`config.mk`:
```
export PLATFORM = sky130hd
export DESIGN_NAME = bp_update_scheduler_flat
export DESIGN_NICKNAME = d
export VERILOG_FILES = /design/src/rtl/bp_update_scheduler_if.sv /design/src/rtl/bp_update_scheduler.sv /design/src/flat_wrapper.sv
export SDC_FILE = /design/constraint.sdc
export NUM_CORES = 1
export LEC_CHECK = 0
export BUFFER_PORTS_ARGS = -buffer_cell sky130_fd_sc_hd__buf_2
export CAP_MARGIN = 20
export CORE_MARGIN = 2
export CORE_UTILIZATION = 51
export CTS_BUF_LIST = sky130_fd_sc_hd__clkbuf_16
export DETAILED_ROUTE_END_ITERATION = 16
export PLACE_DENSITY = 0.72
export SLEW_MARGIN = 25
export SYNTH_ARGS = -nofsm -noshare
export SYNTH_HDL_FRONTEND = slang
export SYNTH_SLANG_ARGS = --single-unit
```
`constraint.sdc`:
```
create_clock -name clk -period 8.37 [get_ports clk]
set_input_delay 0.4185 -clock clk [delete_from_list [all_inputs] [get_ports clk]]
set_output_delay 0.4185 -clock clk [all_outputs]
set_load 0.05 [all_outputs]
```
`src/rtl/bp_update_scheduler_if.sv`:
```
// bp_update_scheduler_if: resolved-branch update stream in, branch-buffer write port and status out
interface bp_update_scheduler_if #(
   parameter int INDEX_W = 8,
   parameter int TAG_W = 22
);
   logic upd_valid;
   logic [31:0] upd_pc;
   logic upd_taken;
   logic [31:0] upd_target;
   logic [1:0] upd_type;
   logic flush_req;
   logic stall;
   logic bb_we;
   logic [INDEX_W-1:0] bb_index;
   logic [TAG_W-1:0] bb_tag;
   logic bb_valid;
   logic bb_taken;
   logic [31:0] bb_target;
   logic [1:0] bb_type;
   logic busy;
   logic fifo_full;
   logic [15:0] drop_cnt;
   modport master (
      output upd_valid, upd_pc, upd_taken, upd_target, upd_type, flush_req, stall,
      input bb_we, bb_index, bb_tag, bb_valid, bb_taken, bb_target, bb_type, busy, fifo_full, drop_cnt
   );
   modport slave (
      input upd_valid, upd_pc, upd_taken, upd_target, upd_type, flush_req, stall,
      output bb_we, bb_index, bb_tag, bb_valid, bb_taken, bb_target, bb_type, busy, fifo_full, drop_cnt
   );
endinterface

```
`src/rtl/bp_update_scheduler.sv`:
```
// bp_update_scheduler: queues resolved branches and sequences invalidation sweeps and updates into the branch buffer
module bp_update_scheduler #(
   parameter int FIFO_DEPTH = 4,
   parameter int INDEX_W = 8,
   parameter int TAG_W = 22
) (
   input logic clk,
   input logic reset,
   bp_update_scheduler_if.slave bus
);
   localparam int AW = $clog2(FIFO_DEPTH);
   localparam int PW = AW + 1;
   localparam int RW = 65;
   typedef enum logic {SWEEP, DRAIN} state_t;
   state_t state, state_n;
   logic [INDEX_W-1:0] sweep_idx, sweep_idx_n, sw_idx;
   logic [AW:0] wr_ptr, rd_ptr, wr_ptr_n, rd_ptr_n;
   logic [RW-1:0] mem [FIFO_DEPTH];
   logic [RW-1:0] head;
   logic empty, full, full_n, sw_act, pop, push, drop, unused_pc_lsb;
   logic bb_we_n, bb_valid_n, bb_taken_n;
   logic [INDEX_W-1:0] bb_index_n;
   logic [TAG_W-1:0] bb_tag_n;
   logic [31:0] bb_target_n;
   logic [1:0] bb_type_n;
   // record layout: {pc[31:2], taken, target, type}
   assign head = mem[rd_ptr[AW-1:0]];
   assign empty = wr_ptr == rd_ptr;
   assign full = (wr_ptr[AW] != rd_ptr[AW]) && (wr_ptr[AW-1:0] == rd_ptr[AW-1:0]);
   // a flush behaves as if the sweep were already at index 0 this cycle
   assign sw_act = bus.flush_req || state == SWEEP;
   assign sw_idx = bus.flush_req ? '0 : sweep_idx;
   assign pop = !sw_act && !empty && !bus.stall;
   assign push = bus.upd_valid && !bus.flush_req && (!full || pop);
   assign drop = bus.upd_valid && !bus.flush_req && full && !pop;
   assign wr_ptr_n = bus.flush_req ? '0 : wr_ptr + PW'(push);
   assign rd_ptr_n = bus.flush_req ? '0 : rd_ptr + PW'(pop);
   assign full_n = (wr_ptr_n[AW] != rd_ptr_n[AW]) && (wr_ptr_n[AW-1:0] == rd_ptr_n[AW-1:0]);
   assign unused_pc_lsb = ^bus.upd_pc[1:0];

   always_ff @(posedge clk) begin
      if (reset) begin
         state <= SWEEP;
         sweep_idx <= '0;
      end else begin
         state <= state_n;
         sweep_idx <= sweep_idx_n;
      end
   end

   always_comb begin
      state_n = (sw_act && !(&sw_idx)) ? SWEEP : DRAIN;
      sweep_idx_n = sw_act ? sw_idx + INDEX_W'(1) : sweep_idx;
   end

   always_comb begin
      bb_we_n = sw_act || pop;
      bb_valid_n = sw_act ? 1'b0 : (pop || bus.bb_valid);
      bb_index_n = sw_act ? sw_idx : pop ? head[INDEX_W+34:35] : bus.bb_index;
      bb_tag_n = sw_act ? '0 : pop ? head[64:INDEX_W+35] : bus.bb_tag;
      bb_taken_n = sw_act ? 1'b0 : pop ? head[34] : bus.bb_taken;
      bb_target_n = sw_act ? '0 : pop ? head[33:2] : bus.bb_target;
      bb_type_n = sw_act ? '0 : pop ? head[1:0] : bus.bb_type;
   end

   always_ff @(posedge clk) begin
      if (reset) begin
         wr_ptr <= '0;
         rd_ptr <= '0;
         bus.bb_we <= 1'b0;
         bus.bb_valid <= 1'b0;
         bus.bb_index <= '0;
         bus.bb_tag <= '0;
         bus.bb_taken <= 1'b0;
         bus.bb_target <= '0;
         bus.bb_type <= '0;
         bus.busy <= 1'b1;
         bus.fifo_full <= 1'b0;
         bus.drop_cnt <= '0;
      end else begin
         wr_ptr <= wr_ptr_n;
         rd_ptr <= rd_ptr_n;
         bus.bb_we <= bb_we_n;
         bus.bb_valid <= bb_valid_n;
         bus.bb_index <= bb_index_n;
         bus.bb_tag <= bb_tag_n;
         bus.bb_taken <= bb_taken_n;
         bus.bb_target <= bb_target_n;
         bus.bb_type <= bb_type_n;
         bus.busy <= sw_act;
         bus.fifo_full <= full_n;
         if (drop && !(&bus.drop_cnt)) bus.drop_cnt <= bus.drop_cnt + 16'd1;
      end
   end

   always_ff @(posedge clk) begin
      if (push) mem[wr_ptr[AW-1:0]] <= {bus.upd_pc[31:2], bus.upd_taken, bus.upd_target, bus.upd_type};
   end
endmodule

```
`src/flat_wrapper.sv`:
```
// flat-port wrapper written by rule: the top's interface ports become plain ports
module bp_update_scheduler_flat 
#(
   parameter int FIFO_DEPTH = 4,
   parameter int INDEX_W = 8,
   parameter int TAG_W = 22
)
  (clk, reset, bus_upd_valid, bus_upd_pc, bus_upd_taken, bus_upd_target, bus_upd_type, bus_flush_req, bus_stall, bus_bb_we, bus_bb_index, bus_bb_tag, bus_bb_valid, bus_bb_taken, bus_bb_target, bus_bb_type, bus_busy, bus_fifo_full, bus_drop_cnt);
  bp_update_scheduler_if #(.INDEX_W(INDEX_W), .TAG_W(TAG_W)) bus_i ();
  input logic clk;
  input logic reset;
  input wire logic [$bits(bus_i.upd_valid)-1:0] bus_upd_valid;
  input wire logic [$bits(bus_i.upd_pc)-1:0] bus_upd_pc;
  input wire logic [$bits(bus_i.upd_taken)-1:0] bus_upd_taken;
  input wire logic [$bits(bus_i.upd_target)-1:0] bus_upd_target;
  input wire logic [$bits(bus_i.upd_type)-1:0] bus_upd_type;
  input wire logic [$bits(bus_i.flush_req)-1:0] bus_flush_req;
  input wire logic [$bits(bus_i.stall)-1:0] bus_stall;
  output wire logic [$bits(bus_i.bb_we)-1:0] bus_bb_we;
  output wire logic [$bits(bus_i.bb_index)-1:0] bus_bb_index;
  output wire logic [$bits(bus_i.bb_tag)-1:0] bus_bb_tag;
  output wire logic [$bits(bus_i.bb_valid)-1:0] bus_bb_valid;
  output wire logic [$bits(bus_i.bb_taken)-1:0] bus_bb_taken;
  output wire logic [$bits(bus_i.bb_target)-1:0] bus_bb_target;
  output wire logic [$bits(bus_i.bb_type)-1:0] bus_bb_type;
  output wire logic [$bits(bus_i.busy)-1:0] bus_busy;
  output wire logic [$bits(bus_i.fifo_full)-1:0] bus_fifo_full;
  output wire logic [$bits(bus_i.drop_cnt)-1:0] bus_drop_cnt;
  assign bus_i.upd_valid = bus_upd_valid;
  assign bus_i.upd_pc = bus_upd_pc;
  assign bus_i.upd_taken = bus_upd_taken;
  assign bus_i.upd_target = bus_upd_target;
  assign bus_i.upd_type = bus_upd_type;
  assign bus_i.flush_req = bus_flush_req;
  assign bus_i.stall = bus_stall;
  assign bus_bb_we = bus_i.bb_we;
  assign bus_bb_index = bus_i.bb_index;
  assign bus_bb_tag = bus_i.bb_tag;
  assign bus_bb_valid = bus_i.bb_valid;
  assign bus_bb_taken = bus_i.bb_taken;
  assign bus_bb_target = bus_i.bb_target;
  assign bus_bb_type = bus_i.bb_type;
  assign bus_busy = bus_i.busy;
  assign bus_fifo_full = bus_i.fifo_full;
  assign bus_drop_cnt = bus_i.drop_cnt;
  bp_update_scheduler #(.FIFO_DEPTH(FIFO_DEPTH), .INDEX_W(INDEX_W), .TAG_W(TAG_W)) u_core (.clk(clk), .reset(reset), .bus(bus_i));
endmodule
```
### Yosys cells after proc, flatten, opt, wreduce, memory -nomap -nowiden

Memory sizes are Yosys's and may differ from the RTL's. A register that Yosys moved wholly into a read port is not among the register bits.
Index checks and enable logic that the tools add are counted.

| cells by class | value |
|---|---|
| reductions and logical operators | 26 |
| mux-type cells | 9 |
| bitwise gates (word level) | 1 |
| add/sub/neg operators | 4 |
| equality and inequality tests | 5 |

Operators by type and width:

| cell | number |
|---|---|
| 8-bit two-way mux | 3 |
| 16-bit by 1-bit adder with 16-bit output, second input constant | 1 |
| 16-bit AND reduction | 1 |
| 1-bit logical AND | 10 |
| 8-bit by 1-bit adder with 8-bit output, second input constant | 1 |
| 1-bit zero test | 8 |
| 8-bit AND reduction | 1 |
| 3-bit by 1-bit adder with 3-bit output | 2 |
| 3-bit two-way mux | 2 |
| 2-bit == test | 2 |
| 1-bit logical OR | 4 |
| 3-bit == test | 1 |
| 1-bit two-way mux | 3 |
| 2-bit two-way mux | 1 |
| 1-bit inequality test | 2 |
| 2-bit nonzero test | 1 |
| 2-bit OR reduction | 1 |
| 1-bit inverter | 1 |

| storage, ports and cells | value |
|---|---|
| output and inout bits | 85 |
| bits in writable memories | 260 |
| bits of input ports | 72 |
| bits in registers | 100 |
| logic and storage cells | 60 |
| memories kept | 1 |

Memories:

| name | depth | bits a word | rd ports | clocked after memory_dff | wr ports | RTL line | text |
|---|---|---|---|---|---|---|---|
| u_core.mem | 4 | 65 | 1 | 1 | 1 | bp_update_scheduler.sv:18 | `logic [RW-1:0] mem [FIFO_DEPTH];` |

### Depth between registers and ports, before layout

Gate-level depths: netlist (run 1).

| logic depth | value |
|---|---|
| depth in word-level cells | 11 |
| mapped depth | 10 |
| depth with buffers taken out | 9 |

### Least setup slack after synthesis (run 1)

No wires, ideal clock.

| timing path | value |
|---|---|
| path kind | flip-flop to flip-flop |
| from | register u_core.state |
| to | memory u_core.mem[0][0], enable pin |
| library setup time | 648 ps |
| clock period less this slack | 7,602 ps |
| path buffers | 0 |
| arrival time | 6,954 ps |
| cell stages (with the launch flop) | 4 |
| setup slack | 768 ps |
| path through | dfxtp_1 > inv_1 > o2111a_2 > nor4_1 |

| on the way | value |
|---|---|
| cells in the longest elaborated chain, start to end | 9 |

Ends and longest elaborated chain:

| element | RTL line | text |
|---|---|---|
| start, declared | bp_update_scheduler.sv:15 | `state_t state, state_n;` |
| start signal, assigned | bp_update_scheduler.sv:46 | `state <= state_n;` |
| 1-bit inverter | bp_update_scheduler.sv:31 | `assign sw_act = bus.flush_req \|\| state == SWEEP;` |
| 1-bit logical OR | bp_update_scheduler.sv:31 |  |
| 1-bit zero test | bp_update_scheduler.sv:33 | `assign pop = !sw_act && !empty && !bus.stall;` |
| 1-bit logical AND (2 in a row) | bp_update_scheduler.sv:33 |  |
| 1-bit logical OR | bp_update_scheduler.sv:34 | `assign push = bus.upd_valid && !bus.flush_req && (!full \|\| pop);` |
| 1-bit logical AND | bp_update_scheduler.sv:34 |  |
| 1-bit two-way mux | bp_update_scheduler.sv:97 | `if (push) mem[wr_ptr[AW-1:0]] <= {bus.upd_pc[31:2], bus.upd_taken, bus.upd_target, bus.upd_type};` |
| 1-bit two-way mux (not written as such) | bp_update_scheduler.sv:97 |  |
| end, declared | bp_update_scheduler.sv:18 |  |

No other way between the ends.

### Final worst setup path (run 1)

| timing path | value |
|---|---|
| from | register u_core.rd_ptr[1] |
| to | register u_core.bus.fifo_full |

| on the way | value |
|---|---|
| cells in the longest elaborated chain, start to end | 10 |
| elaborated cells on any way between the ends | 16 |
| those cells by class | add/sub (2); eq/ne (4); mux (2); reduce/logical (8) |

Ends and longest elaborated chain:

| element | RTL line | text |
|---|---|---|
| start, declared | bp_update_scheduler.sv:17 | `logic [AW:0] wr_ptr, rd_ptr, wr_ptr_n, rd_ptr_n;` |
| start signal, assigned | bp_update_scheduler.sv:82 | `rd_ptr <= rd_ptr_n;` |
| 3-bit == test | bp_update_scheduler.sv:28 | `assign empty = wr_ptr == rd_ptr;` |
| 1-bit zero test | bp_update_scheduler.sv:33 |  |
| 1-bit logical AND (2 in a row) | bp_update_scheduler.sv:33 |  |
| 1-bit logical OR | bp_update_scheduler.sv:34 |  |
| 1-bit logical AND | bp_update_scheduler.sv:34 |  |
| 3-bit by 1-bit adder with 3-bit output | bp_update_scheduler.sv:36 | `assign wr_ptr_n = bus.flush_req ? '0 : wr_ptr + PW'(push);` |
| 3-bit two-way mux | bp_update_scheduler.sv:36 |  |
| 2-bit == test / 1-bit inequality test (equally long branches) | bp_update_scheduler.sv:38 | `assign full_n = (wr_ptr_n[AW] != rd_ptr_n[AW]) && (wr_ptr_n[AW-1:0] == rd_ptr_n[AW-1:0]);` |
| 1-bit logical AND (*) | bp_update_scheduler.sv:38 |  |
| end signal, assigned | bp_update_scheduler.sv:91 | `bus.fifo_full <= full_n;` |
| end, declared | bp_update_scheduler_if.sv:29 | `output bb_we, bb_index, bb_tag, bb_valid, bb_taken, bb_target, bb_type, busy, fifo_full, drop_cnt` |

Mark *: on every way between the ends. The rest lies on a longest branch, timed or not.
A chain may end at the register's enable or synchronous reset.

==> impl_results.md, run 1 <==
* Core ar. at 25,800 µm²
* Largest net degree at the start of global routing at 68
* Synth warn at 0
* Final net count at 1,056
* Width of the die at 166 µm
* Root Buffer: clkbuf_16
* Largest area contributor in the netlist: edfxtp_1
* Clk pin slew, worst setup/hold paths at 0.06 ns
* Grt peak-use layer: met2
* Multi-input gate area in the final layout at 3340 µm²
* Post-CTS sizing at 0
* Number of global-route vias before repair at 7,502
* Max_slew headroom at 32.3%
* Post-Route Skew at 0.00919 ns
* CTS tree: built
* Met3 usage at 4.18%
* Post-synth EDFFs at 260
* Pre-CTS setup slack at 4.95 ns
* Max Buffers Root-to-Sink at 3
* Cts-stage hold buffer count at 0
* Sink Count at 360
* Met2 Use GR at 31.0%
* Final setup violation count at 0
* Worst setup EP type: flip-flop
* Total grt overflow at 0
* Storage cell area at 9820 µm²
* Die Ht at 166 µm
* Max Fclk at 317 MHz
* Mean post-synth cell area at 16.3 µm²
* WS Path Type: reg -> reg
* Number of synthesized register bits at 360
* Crit path max fanout at 58
* Post CTS Setup Buffer Count at 0
* Std-Cell Rows at 59
* Gp weighted congestion at 0.768
* Final WL at 25,600 µm
* Sequential-to-total area share from yosys stat at 73.6%
* Synth Flop Type: edfxtp_1
* Power per cell area at 226 nW/µm²
* CP startpoint kind: flip-flop
* Clk Latency, worst-skew pair at 0.51 ns
* H-tree Lvls at 2
* Mapped Area at 13,300 µm²
* Synth cell count leaders: edfxtp_1, nand2_1, dfxtp_1, a21oi_1, mux4_2
* Global-route wire length before repair at 40,000 µm
* Worst slew pin tran at 1.02 ns
* Tcrit/Tclk final at 37.6%
* Syn nets at 893
* Max-cap viol count at 0
* Setup TNS at 0 ns
* DR vias at 7,308
* Inserted Clock Buffers at 37
* Initial Utilization at 51.6%
* Die area at 27,400 µm²
* Cells after Synth at 815
* Final count of pins violating max slew at 0
* Final hold violations at 0
* Leak Pwr at 5.34 nW
* Initial antenna violation count at 4
* Layout area overhead at 17.6%
* IO Pins at 157
* Critical Path AT at 3.55 ns
* Synth area leaders: edfxtp_1, dfxtp_1, mux4_2
* Min Tclk post-route at 3.15 ns
* DP HPWL at 14,100 µm
* Top cell type's share of synthesized area at 58.6%
* Fill count at 1,981
* Count leader, synth: edfxtp_1
* Drt initial violations at 602
* RSZ-0062 raised after global routing: no
* Peak VDD IR at 0.185 mV
* Worst Slack Setup Final at 5.22 ns
* R2R Setup Slk at 5.22 ns
* Drt first pass iters at 4
* Via density at 5.43
* Status: complete, no violations
* Post-synthesis async set-or-reset flop share at 0%
* Post-route ant nets at 0
* Crit path required time at 8.77 ns
* All-Layer GR Usage at 18.6%
* Met1 Resource Use GR at 24.5%
* Number of distinct library cells after synthesis at 43
* Residual DRC at 0
* Type of the worst min-delay path: in -> reg
* Port bufs at 154
* Layout cell share with drive strength beyond 1 at 29.3%
* Routed length per instance at 19.0 µm
==> worst max-delay path, cell delays in order (launching register included) <==
cell      delay, ns
dfxtp_4        0.63
buf_16         0.29
xnor2_2        0.16
a31oi_2        0.19
nand2b_2       0.11
buf_4          0.63
inv_2          0.08
ha_1           0.22
ha_1           0.21
xor2_1         0.16
xnor2_1        0.14
nor4_1         0.20
==> cells in the final DEF, fill, tap and decap left out, types with 2 or more instances in the layout <==
master	Yosys	routed
a21oi_1	69	69
and2_1	4	4
and3_1	6	5
buf_16	0	3
buf_2	10	154
buf_4	3	7
bufinv_16	0	2
clkbuf_16	0	39
clkinv_1	0	6
clkinv_2	0	3
dfxtp_1	100	98
dfxtp_4	0	2
diode_2	0	3
edfxtp_1	260	260
ha_1	6	6
inv_1	4	18
inv_2	1	2
mux2i_1	9	9
mux4_2	65	65
nand2_1	127	127
nand2b_1	5	4
nand3_1	12	12
nand4_1	6	6
nor2_1	27	25
nor2_4	0	2
nor2b_1	5	5
nor4_1	4	3
o21ai_0	13	13
o31ai_1	7	7
or2_0	2	2
or2_2	2	2
or3_1	2	2
or4_1	8	8
xnor2_1	6	6
xnor2_2	2	2
xor2_1	10	10
==> layout make-up <==
class                           instances  area share (%)
Inverter                                5           0.120
Timing Repair Buffer                  165            5.85
Sequential cell                       360            62.7
Tap cell                              335            2.68
Clock inverter                         29            1.13
Clock buffer                           39            6.23
Multi-Input combinational cell        409            21.3
Antenna cell                            3          0.0479
==> stage by stage <==
| stage | area [µm²] | power (mW) | hold slack, ns | instances | util (%) |
|---|---|---|---|---|---|
| 5_1_grt | 15700 | 3.65 | 0.105 | 1343 | 60.6 |
| 3_3_place_gp | 14400 | 2.04 | 0.434 | 1271 | 55.8 |
| 2_1_floorplan | 13300 | 2.01 | 0.464 | 815 | - |
| 6_report | 15700 | 3.54 | 0.120 | 1345 | 60.6 |
| 3_5_place_dp | 14500 | 2.04 | 0.442 | 1272 | 55.9 |
| 4_1_cts | 15600 | 3.58 | 0.0919 | 1340 | 60.4 |
==> registers in the layout, summed over array words and instances, names as in the netlist <==
name	flops
u_core.mem	260
u_core.bus.bb_target	32
u_core.bus.bb_tag	22
u_core.bus.drop_cnt	16
u_core.bus.bb_index	8
u_core.sweep_idx	8
u_core.rd_ptr	3
u_core.wr_ptr	3
u_core.bus.bb_type	2
u_core.bus.bb_taken	1
u_core.bus.bb_valid	1
u_core.bus.bb_we	1
u_core.bus.busy	1
u_core.bus.fifo_full	1
u_core.state	1
==> power by group <==
part | leakage, nW | switching, mW | internal (mW)
clock network | 0.618 | 0.635 | 0.902
registers | 3.17 | 0.00498 | 1.93
logic | 1.55 | 0.0401 | 0.0287
total | 5.34 | 0.680 | 2.86
==> cells by family after synthesis <==
| family | Yosys count | share of synthesized area (%) |
|---|---|---|
| multiplexers | 75 | 11.7 |
| buffers and inverters | 46 | 1.53 |
| AND/OR/NAND/NOR | 215 | 7.34 |
| AO/OA/AOI/OAI | 95 | 3.89 |
| XOR/XNOR | 18 | 1.30 |
| adder cells (fa/ha/maj) | 6 | 0.564 |
| flip-flops | 360 | 73.6 |
==> worst paths after layout <==
| path | start | end | cells after the start |
|---|---|---|---|
| max | u_core.rd_ptr[1]$_SDFF_PP0_ | u_core.bus.fifo_full$_SDFF_PP0_ | 11 |
| min reg2reg | u_core.bus.bb_target[31]$_SDFFE_PP0P_ | u_core.bus.bb_target[31]$_SDFFE_PP0P_ | 2 |
| max reg2reg | u_core.rd_ptr[1]$_SDFF_PP0_ | u_core.bus.fifo_full$_SDFF_PP0_ | 11 |
| min | bus_upd_target[3] | u_core.mem[1][5]$_DFFE_PP_ | 1 |
==> per-layer routing <==
metal	part of all wire, %	vias to the layer above
li1	-	3438
met1	44	3648
met2	49	178
met3	5.8	42
met4	1.9	2
met5	0.027	-
No activity file was read; power rests on OpenSTA's default activity.
==> run 2: changes to the inputs <==
Clock period 8.37 ns to 3 ns, I/O delays scaled along.
==> impl_results.md, run 2 (synthesis results as in run 1) <==
* Crit path required time at 3.16 ns
* Drt first pass iters at 4
* Port bufs at 154
* Drt initial violations at 554
* Crit path max fanout at 26
* Setup TNS at 0 ns
* Max Buffers Root-to-Sink at 3
* Inst Count DP at 1,277
* Initial Utilization at 51.6%
* Die Ht at 166 µm
* RSZ-0062 raised after global routing: no
* Final WL at 26,500 µm
* Number of global-route vias before repair at 7,944
* WHS Endpoint: u_core.bus.bb_index[2]$_SDFFE_PP0P_
* Layout area overhead at 22.7%
* Max-cap viol count at 0
* Largest net degree at the start of global routing at 67
* Residual DRC at 0
* Inserted Clock Buffers at 37
* Power per cell area at 608 nW/µm²
* Gp weighted congestion at 0.785
* All-Layer GR Usage at 19.4%
* RR Startpoint: u_core.state$_SDFF_PP0_
* Final non-filler cell total at 1,410
* R2R Setup Slk at 0.71 ns
* Width of the die at 166 µm
* Layout cell share with drive strength beyond 1 at 27.8%
* Max Fclk at 438 MHz
* FF-to-FF End: u_core.mem[2][60]$_DFFE_PP_
* Worst setup EP type: flip-flop
* Final net count at 1,125
* Worst slew pin tran at 0.880 ns
* Global-route wire length before repair at 42,400 µm
* CP startpoint kind: flip-flop
* Overall power at 9.94 mW
* Post-route ant nets at 0
* Clk Latency, worst-skew pair at 0.51 ns
* Leak Pwr at 5.62 nW
* Worst path slowest cell: dfxtp_2
* Status: complete, no violations
* H-tree Lvls at 2
* Crit-path cells: inv_1 > o2111a_2 > nor2_1 > nand2_1 > nor2_4 > buf_4
* Std-Cell Rows at 59
* DP HPWL at 14,900 µm
* Root Buffer: clkbuf_16
* Max reg flops at 260
* Post-CTS sizing at 0
* Die area at 27,400 µm²
* Max_slew headroom at 40.7%
* Final hold violations at 0
* Peak VDD IR at 0.500 mV
* Cts-stage hold buffer count at 66
* Final Core Density at 63.3%
* Initial antenna violation count at 1
* Final setup violation count at 0
* Post CTS Setup Buffer Count at 0
* Core ar. at 25,800 µm²
* Type of the worst min-delay path: in -> reg
* CP top delay family: flip-flops
* Clk pin slew, worst setup/hold paths at 0.06 ns
* Hold Startpoint: bus_flush_req
* Worst path bufs/invs at 2
* IO Pins at 157
* Cells on worst reg2reg path at 6
* DR vias at 7,614
* Sink Count at 360
* CP peak stage delay at 0.54 ns
* Post-Route Skew at 0.00859 ns
* Commonest non-fill, non-tap cells in the layout: edfxtp_1, buf_2, nand2_1, dfxtp_1, a21oi_1
* WS Path Type: reg -> reg
* Tcrit/Tclk final at 76.2%
* WHS at 0.0158 ns
* Min Tclk post-route at 2.29 ns
* CTS tree: built
* Routed length per instance at 18.8 µm
* WHS Path Cells at 2
* Via density at 5.40
* Commonest non-fill, non-tap cell in the layout: edfxtp_1
* Final count of pins violating max slew at 0
* CP Launch Point: u_core.state$_SDFF_PP0_
* Total grt overflow at 0
* Critical Path AT at 2.45 ns
-- run 2: cell types whose count changed in the layout (fill, tap and decap cells not counted), sizes merged --
cell and delta:
clkinv +1, clkinvlp -1, buf +3, dlygate4sd3 +66, inv -2, diode -2
-- run 2: stage by stage --
step / cell area, µm² / worst slack, ns
finish: 16300 / 0.715
global route: 16300 / 0.565
CTS: 16300 / 0.671
detailed placement: 14500 / 0.688
global placement: 14500 / 0.686
floorplan: 13400 / -0.230
-- run 2: how the worst max path moves through the flow --
stage | slack [ns] | cells past startpoint | endpoint
2_1_floorplan | -0.23 | 3 | u_core.mem[0][0]$_DFFE_PP_
3_3_place_gp | 0.69 | 6 | u_core.mem[1][54]$_DFFE_PP_
3_5_place_dp | 0.69 | 6 | u_core.mem[1][54]$_DFFE_PP_
4_1_cts | 0.67 | 6 | u_core.mem[1][7]$_DFFE_PP_
5_1_grt | 0.57 | 6 | u_core.mem[2][48]$_DFFE_PP_
6_report | 0.71 | 6 | u_core.mem[2][60]$_DFFE_PP_
-- run 2: routing by layer --
layer / vias to the layer above / track usage [%] / wire length (µm)
met2: 193 / 32.7 / 13000
met5: - / 0 / 0
met3: 47 / 3.73 / 1420
li1: 3563 / - / -
met4: 0 / 5.71 / 622
met1: 3811 / 25.8 / 11400
-- run 2: worst reg2reg max path, stage by stage, from the launching register on --
cell and delay [ns]:
dfxtp_2 0.54, inv_1 0.13, o2111a_2 0.36, nor2_1 0.24, nand2_1 0.13, nor2_4 0.13, buf_4 0.38
-- run 2: cell type report --
type                            instances  area (µm²)
Sequential cell                       360        9820
Fill cell                            1947        9490
Multi-Input combinational cell        409        3350
Timing Repair Buffer                  234        1600
Clock buffer                           39         976
Tap cell                              335         419
Clock inverter                         27         163
Inverter                                5        18.8
Antenna cell                            1        2.50
-- run 2: power by group --
group	leakage, nW	switching, mW	total, mW	internal, mW
Sequential	3.17	0.0147	5.40	5.39
Clock	0.611	1.76	4.27	2.51
Combinational	1.84	0.128	0.267	0.139
